==> src/rtl/mult_bcd_converter.sv <==
// mult_bcd_converter: serial double-dabble binary-to-packed-BCD converter for MULT products
module mult_bcd_converter #(
    parameter int IN_W   = 16,
    parameter int DIGITS = 5,
    parameter int CNT_W  = 5
) (
    input  logic                  clk,
    input  logic                  rst_n,
    input  logic                  in_valid,
    input  logic [IN_W-1:0]       in_data,
    output logic                  in_ready,
    output logic                  out_valid,
    output logic [4*DIGITS-1:0]   out_bcd,
    output logic                  busy
);
    typedef enum logic [1:0] {IDLE, SHIFT, DONE} state_t;

    state_t               state;
    logic [IN_W-1:0]      bin;
    logic [4*DIGITS-1:0]  scratch;
    logic [4*DIGITS-1:0]  adj;
    logic [CNT_W-1:0]     cnt;

    // Add-3 correction applied to every digit independently, no inter-digit carry
    for (genvar d = 0; d < DIGITS; d++) begin : g_adj
        assign adj[4*d +: 4] = (scratch[4*d +: 4] >= 4'd5) ? scratch[4*d +: 4] + 4'd3 : scratch[4*d +: 4];
    end

    assign in_ready = (state == IDLE);
    assign busy     = (state != IDLE);

    // Control FSM plus datapath: capture, IN_W adjust-and-shift steps, then publish
    always_ff @(posedge clk or negedge rst_n) begin
        if (!rst_n) begin
            state     <= IDLE;
            bin       <= '0;
            scratch   <= '0;
            cnt       <= '0;
            out_valid <= 1'b0;
            out_bcd   <= '0;
        end else begin
            out_valid <= 1'b0;
            case (state)
                IDLE: if (in_valid) begin
                    bin     <= in_data;
                    scratch <= '0;
                    cnt     <= '0;
                    state   <= SHIFT;
                end
                SHIFT: begin
                    {scratch, bin} <= {adj[4*DIGITS-2:0], bin, 1'b0};
                    cnt            <= cnt + CNT_W'(1);
                    if (cnt == CNT_W'(IN_W - 1)) state <= DONE;
                end
                DONE: begin
                    out_bcd   <= scratch;
                    out_valid <= 1'b1;
                    state     <= IDLE;
                end
                default: state <= IDLE;
            endcase
        end
    end
endmodule

==> config.mk <==
export PLATFORM = sky130hd
export DESIGN_NAME = mult_bcd_converter
export DESIGN_NICKNAME = d
export VERILOG_FILES = /design/src/rtl/mult_bcd_converter.sv
export SDC_FILE = /design/constraint.sdc
export NUM_CORES = 1
export LEC_CHECK = 0
export ABC_AREA = 1
export BUFFER_PORTS_ARGS = -buffer_cell sky130_fd_sc_hd__buf_2
export CAP_MARGIN = 5
export CELL_PAD_IN_SITES_DETAIL_PLACEMENT = 0
export CELL_PAD_IN_SITES_GLOBAL_PLACEMENT = 1
export CORE_UTILIZATION = 40
export DETAILED_ROUTE_END_ITERATION = 10
export PLACE_DENSITY_LB_ADDON = 0.1
export RECOVER_POWER = 50
export SLEW_MARGIN = 10
export SYNTH_ARGS = -nofsm -noshare
export SYNTH_HDL_FRONTEND = slang
export SYNTH_SLANG_ARGS = --single-unit
==> constraint.sdc <==
create_clock -name clk -period 1.8 [get_ports clk]
set_clock_uncertainty 0.15 [all_clocks]
set_input_delay 0.27 -clock clk [delete_from_list [all_inputs] [get_ports clk]]
set_output_delay 0.27 -clock clk [all_outputs]
set_load 0.03 [all_outputs]
## Word-level counts from Yosys, hierarchy flattened

Cells that the tools add are included.

| storage, ports and cells | value |
|---|---|
| bits in registers | 64 |
| input bits | 19 |
| output and inout bits | 23 |
| word-level logic and storage cells | 42 |

| operators by class | value |
|---|---|
| $add $sub $neg | 6 |
| $lt $le $gt $ge | 5 |
| equal/unequal tests | 5 |
| multiplexer cells | 15 |
| reduce and logical (&&, ||, !) cells | 5 |

Operators with widths:

| operator | number |
|---|---|
| $pmux W20 S2 | 1 |
| $pmux W16 S2 | 1 |
| $ge A4 B3 Y1 const B | 5 |
| $mux W20 | 1 |
| $add A4 B2 Y4 const B | 4 |
| $mux W16 | 1 |
| $mux W4 | 4 |
| $pmux W5 S2 | 1 |
| $add A5 B1 Y5 const B | 1 |
| $eq A5 B4 Y1 const B | 1 |
| $mux W5 | 1 |
| $mux W2 | 2 |
| $ne A2 B2 Y1 const B | 2 |
| $pmux W2 S2 | 1 |
| $reduce_and A2 Y1 | 2 |
| $reduce_bool A2 Y1 | 2 |
| $add A3 B2 Y3 const B | 1 |
| $mux W3 | 1 |
| $eq A2 B1 Y1 const B | 1 |
| $eq A2 B2 Y1 const B | 1 |
| $logic_not A2 Y1 | 1 |
| $mux W1 | 1 |

## Longest topological paths before layout

Gate-level depths: netlist of run 1.

| logic depth | value |
|---|---|
| depth after elaboration | 3 |
| mapped depth | 8 |

## Least setup slack after synthesis of run 1

No wires, ideal clock.

| timing path | value |
|---|---|
| kind | register to output |
| start | register state[0] |
| end | output busy |
| data arrival time | 1206 ps |
| path slack | 174 ps |
| stages on the path, launching flop included | 3 |
| buffers on the path | 0 |
| cells stage by stage | dfrtp_1 > nor2_1 > inv_1 |

| on the way | value |
|---|---|
| word-level cells in the longest chain between the ends | 1 |

Ends and longest elaborated chain:

| element | line | source |
|---|---|---|
| from (decl) | 18 | `state_t state;` |
| from (signal assigned) | 35 | `state <= IDLE;` |
| from (signal assigned) | 48 | `state <= SHIFT;` |
| from (signal assigned) | 53 | `if (cnt == CNT_W'(IN_W - 1)) state <= DONE;` |
| $reduce_bool A2 Y1 | 30 | `assign busy = (state != IDLE);` |
| to (decl) | 14 | `output logic busy` |

No other way between the ends.

## Worst setup path in the final report of run 1

| timing path | value |
|---|---|
| start | register state[0] |
| end | output in_ready |

| on the way | value |
|---|---|
| word-level cells in the longest chain between the ends | 1 |

Ends and longest elaborated chain:

| element | line | source |
|---|---|---|
| $logic_not A2 Y1 | 29 | `assign in_ready = (state == IDLE);` |
| to (decl) | 11 | `output logic in_ready,` |

No other way between the ends.

==> impl_metrics.csv, run 1 <==
group,metric,value,unit
floorplanning,rows,31,
placed_design,numPortBuffers,41,
timing,tightest_slew,0.876,ns
grt,first_global_vias,2509,
routing,drc,0,
routing,wl_per_cell,11.3,um
synthesis,yosys_warnings,0,
cells_and_area,fin_util,49.5,%
run,drv_cap,0,
worst_setup_path,critPathBufInv,1,
synthesis,synthAdderAreaFrac,4.83,%
cells_and_area,final_cell_area,3650,sq um
cts,cts_root_buf,"clkbuf_8",
worst_setup_path,path_class,"flop to output port",
worst_setup_path,required,1.38,ns
worst_setup_path,worstPathMaxFanout,4,
cts,clockBufferDepth,2,
synthesis,syn-num-nets,412,
worst_setup_path,timing.rr.start,"scratch[8]",
cts,clkLatencyLatePin,0.33,ns
floorplanning,core_area,7370,sq um
routing,antenna_left,0,
timing,max_clock_freq,0.610,GHz
cts,cts.htree.levels,3,
synthesis,synth_cell_types,21,
synthesis,synth_top_family_by_area,"simple AND/OR/NAND/NOR gates",
floorplanning,start_util,42.2,%
synthesis,muxShareOfSynthArea,0,%
cells_and_area,final_nets,460,
synthesis,syn_area_per_cell,8.16,sq um
power,leakage,0.00191,uW
floorplanning,io_pins,42,
cells_and_area,antenna_cells,0,
min_path,hp-class,"input pin to flop",
grt,grt_max_degree,65,
timing,fin_crit_sh,91.1,%
worst_setup_path,cpMaxStageDelayCell,"dfrtp_1",
cells_and_area,fillerInstances,775,
routing,vias,2504,
timing,worst_hold_slack,0.0733,ns
synthesis,synth-xor-area-share,0,%
synthesis,synth_edf_count,0,
timing,final_period_minus_worst_setup_slack,1.64,ns
cts,clkSlewWorstSetupHoldPaths,0.07,ns
worst_setup_path,start_kind,"flop",
cts,clock_sinks,64,
grt,track_usage,17.2,%
timing,hold_violations,0,
power,power_density,1770,nW/um^2
synthesis,netlist_instances,381,
timing,final_max_slew_viol_count,0,
floorplanning,die_height,90.2,um
routing,viasPerCell,4.70,
min_path,hold_path_startpoint,"in_valid",
worst_setup_path,startpoint,"state[0]",
synthesis,syn_area,3110,sq um
timing,rsz0062_at_grt,"no",
power,irDropWorstVdd,0.578,mV
placed_design,placed_area,3440,sq um
cts,numCtsBuffers,9,
synthesis,synth_ff_type,"dfrtp_1",
cells_and_area,area.growth.synth_to_final,17.3,%
outcome,status,"finished, final reports clean",
routing,drt_first_pass_iters,4,
worst_setup_path,path_cells,"nor2_1 -> buf_2",
worst_setup_path,arrival,1.22,ns
placed_design,gp_congestion,0.785,
timing,setup_tns,0,ns
synthesis,synth_compound_area_share,12.5,%
synthesis,synth-simple-area-share,22.0,%
floorplanning,die_x,90.2,um
synthesis,seq_area_frac_synth,51.5,%
timing,maxSlewHeadroom,41.6,%
grt,grt_pass1_wl,11.3,mm
placed_design,hpwlAfterDp,3.87,mm
worst_setup_path,crit_family,"flip-flops",
routing,drt-initial-drc-count,97,
synthesis,ys_async_sr_fraction,100,%
timing,setup_viol,0,
grt,grt_overflow,0,
worst_setup_path,r2r_setup_slack,0.33,ns
routing,routed_wl,6.00,mm
cts,post-cts-setup-buffer-count,0,
synthesis,yosysTopAreaCellShare,51.5,%
floorplanning,die-area,8130,sq um
power,p_total,6450,uW
worst_setup_path,max_stage_delay,0.42,ns
cells_and_area,drive_above_1_share,13.8,%
synthesis,synth.area.top_cells,"dfrtp_1, nand2_1, o21ai_0, inv_1, ha_1",
grt,antenna_found_initial,0,
synthesis,synth_largest_area_cell,"dfrtp_1",
worst_setup_path,end_kind,"output port",
synthesis,synth-seq-cells,64,
cts,cts_tree,"done",
[sequential cells by signal (all words and copies together), names as in the netlist]
name / count
bin: 16
cnt: 5
out_bcd: 20
out_valid: 1
scratch: 20
state: 2
[synth_stat cells (2+ instances only)]
master and instances:
nand2_1 121, nand3_1 27, buf_6 2, clkbuf_1 2
inv_1 50, o21ai_0 40, dfrtp_1 64, nand4_1 11
buf_4 3, ha_1 12, o21bai_1 4, o21ai_1 27
nor2_1 4, buf_2 7
[path summary, 6_finish.rpt]
kind | end | cells after the start
hold reg to reg | out_bcd[7] | 2
setup reg to reg | scratch[10] | 8
hold / removal | state[0] | 3
max in group asynchronous | cnt[3] | 3
setup / recovery | in_ready | 2
min in group asynchronous | out_bcd[12] | 3
[routing by layer]
| layer | vias up | track usage [%] | share of wire (%) |
|---|---|---|---|
| met3 | 7 | 4.74 | 3.9 |
| li1 | 1323 | - | - |
| met4 | 0 | 6.72 | 1.5 |
| met2 | 43 | 26.6 | 44 |
| met5 | - | 0 | 0 |
| met1 | 1131 | 22.9 | 51 |
[worst min-delay path, cell delays in order]
cell	delay, ns
buf_2	0.11
nand2_1	0.07
o21ai_0	0.07
[cell type report]
class                      count  area [sq um]  area share (%)
tap                           99           124            3.40
multi-input combinational    251          1220            33.5
sequential                    64          1600            43.9
clock inverter                 3          40.0            1.10
clock buffer                  13           159            4.36
timing repair buffer          51           305            8.37
inverter                      52           196            5.38
[what timing repair did]
item                      in CTS  in global routing
hold buffers                   3                  0
hold endpoints to repair      66                  0
resized for setup              0                  0
[power by group]
group / switching (uW) / internal (uW) / total (uW)
logic: 1830 / 983 / 2820
registers: 364 / 2030 / 2390
clock network: 534 / 712 / 1250
total: 2730 / 3720 / 6450
[cells in the final DEF, fill, tap and decap left out, drive strengths merged, types with 4 or more instances in the layout]
cell type and count:
ha 12, nand4 11, nor2 5, buf 40, clkbuf 21, o21ai 68, nand3 27, o21bai 4
inv 51, dfrtp 64, nand2 122
[logic make-up (layout without fill, tap and decap cells)]
logic type | count (synthesis) | after routing
AO/OA/AOI/OAI | 74 | 74
adder cells (fa/ha/maj) | 12 | 12
buffers and inverters | 66 | 119
flip-flops | 64 | 64
AND/OR/NAND/NOR | 165 | 165
[metrics by stage]
step	setup slack (ns)	instances
3_3_place_gp	0.351	514
6_report	0.160	533
3_5_place_dp	0.330	514
2_1_floorplan	0.174	381
4_1_cts	0.115	533
5_1_grt	0.0537	533
Power figures use the tool's default switching activity.
==> run 2: changes to the inputs <==
--- a/config.mk
+++ b/config.mk
@@ -10,6 +10,7 @@
 export CAP_MARGIN = 5
 export CELL_PAD_IN_SITES_DETAIL_PLACEMENT = 0
 export CELL_PAD_IN_SITES_GLOBAL_PLACEMENT = 1
+export CORE_ASPECT_RATIO = 0.6
 export CORE_UTILIZATION = 40
 export DETAILED_ROUTE_END_ITERATION = 10
 export PLACE_DENSITY_LB_ADDON = 0.1
==> impl_metrics.csv, run 2 (synthesis gave the netlist of run 1 again) <==
group,metric,value,unit
floorplanning,core_area,7390,sq um
cells_and_area,layout_commonest_cell,"nand2_1",
power,leakage,0.00194,uW
routing,antenna_left,0,
timing,final_period_minus_worst_setup_slack,1.59,ns
grt,grt_max_degree,65,
cells_and_area,final_cell_area,3700,sq um
routing,drc,0,
cells_and_area,final_nets,459,
floorplanning,die_height,70.3,um
cts,post-cts-setup-buffer-count,0,
worst_setup_path,max_stage_delay,0.42,ns
worst_setup_path,r2r_setup_slack,0.23,ns
worst_setup_path,worstPathMaxFanout,4,
cells_and_area,layout_common_cells,"nand2_1, dfrtp_1, inv_1, o21ai_0, buf_2",
power,irDropWorstVdd,0.674,mV
grt,antenna_found_initial,0,
cells_and_area,area.growth.synth_to_final,19.1,%
cells_and_area,multi_input_area,1220,sq um
placed_design,dpl_worst_slack,0.197,ns
cells_and_area,reg.largest.list,"out_bcd (20), scratch (20), bin (16)",
timing,fin_ws,0.209,ns
worst_setup_path,start_kind,"flop",
worst_setup_path,arrival,1.17,ns
cts,clock_sinks,64,
floorplanning,io_pins,42,
floorplanning,die_x,116,um
outcome,status,"finished, final reports clean",
grt,grt_pass1_wl,11.1,mm
cells_and_area,antenna_cells,0,
worst_setup_path,crit_family,"flip-flops",
cts,cts_tree,"done",
cts,numCtsBuffers,9,
timing,tightest_slew,0.883,ns
min_path,hp-class,"input pin to flop",
grt,first_global_vias,2305,
routing,routed_wl,6.39,mm
run,drv_cap,0,
timing,hold_violations,0,
cells_and_area,fillerInstances,750,
worst_setup_path,critPathBufInv,1,
timing,rsz0062_at_grt,"no",
placed_design,hpwlAfterDp,4.23,mm
power,power_density,1850,nW/um^2
cells_and_area,seq_area,1600,sq um
worst_setup_path,cpMaxStageDelayCell,"dfrtp_1",
cells_and_area,drive_above_1_share,15.0,%
worst_setup_path,path_class,"flop to output port",
floorplanning,start_util,42.1,%
cts,cts.htree.levels,3,
placed_design,gp_congestion,0.773,
routing,vias,2498,
cts,clockBufferDepth,2,
cells_and_area,stdcell_count,537,
placed_design,dp_cells,519,
placed_design,numPortBuffers,41,
floorplanning,rows,24,
timing,final_max_slew_viol_count,0,
timing,setup_tns,0,ns
timing,max_clock_freq,0.628,GHz
cts,clkLatencyLatePin,0.33,ns
floorplanning,die-area,8140,sq um
cts,cts_resized,0,
routing,drt_first_pass_iters,4,
cts,clkSlewWorstSetupHoldPaths,0.05,ns
cts,cts_root_buf,"clkbuf_16",
routing,viasPerCell,4.65,
timing,setup_viol,0,
routing,wl_per_cell,11.9,um
timing,fin_crit_sh,88.4,%
grt,grt_overflow,0,
placed_design,placed_area,3450,sq um
worst_setup_path,path_cells,"nor2_1 -> buf_2",
grt,track_usage,18.1,%
worst_setup_path,end_kind,"output port",
routing,drt-initial-drc-count,122,
timing,maxSlewHeadroom,41.1,%
worst_setup_path,required,1.38,ns
-- run 2: cell type report --
type / count / share of cell area (%)
Tap cell: 104 / 3.51
Inverter: 52 / 5.30
Clock buffer: 12 / 6.66
Multi-Input combinational cell: 251 / 33.0
Clock inverter: 4 / 0.541
Sequential cell: 64 / 43.2
Timing Repair Buffer: 50 / 7.74
-- run 2: where the power goes --
group	total [uW]	internal, uW	switching [uW]	leakage (uW)
logic	2890	994	1900	0.00100
registers	2400	2030	374	0.000803
clock network	1550	958	596	0.000136
-- run 2: layer usage --
layer / vias up / GRT usage, % / routed length, um / share of wire [%]
li1: 1325 / - / - / -
met1: 1119 / 26.2 / 3510 / 55
met2: 49 / 23.9 / 2570 / 40
met3: 5 / 7.03 / 264 / 4.1
met4: 0 / 6.84 / 40 / 0.63
met5: - / 0 / 0 / 0
-- run 2: final timing paths --
path,from,endpoint,cells after the start
worst max-delay path,state[0],in_ready,2
worst min-delay path,in_data[15],bin[15],3
worst max register to register,state[0],cnt[1],3
worst min register to register,scratch[17],scratch[17],2
max in group asynchronous,rst_n,scratch[13],3
min in group asynchronous,rst_n,bin[5],3
-- run 2: what timing repair did --
action,4_1_cts,5_1_grt
hold buffers,2,0
setup endpoints to repair,0,0
endpoints found under the hold margin,65,0
-- run 2: per-stage QoR --
stage	power (uW)	utilization, %	hold slack, ns
after floorplan	4610	-	-0.176
after global placement	5310	46.7	0.168
after detailed placement	5320	46.7	0.166
after CTS	6940	50.6	0.0264
after global routing	7560	50.1	0.0314
final	6850	50.1	0.0266
-- run 2: worst reg2reg max path, stage by stage (launching register included) --
cell	delay, ns
dfrtp_1	0.42
nand2_2	0.22
clkinv_2	0.36
a22o_1	0.32
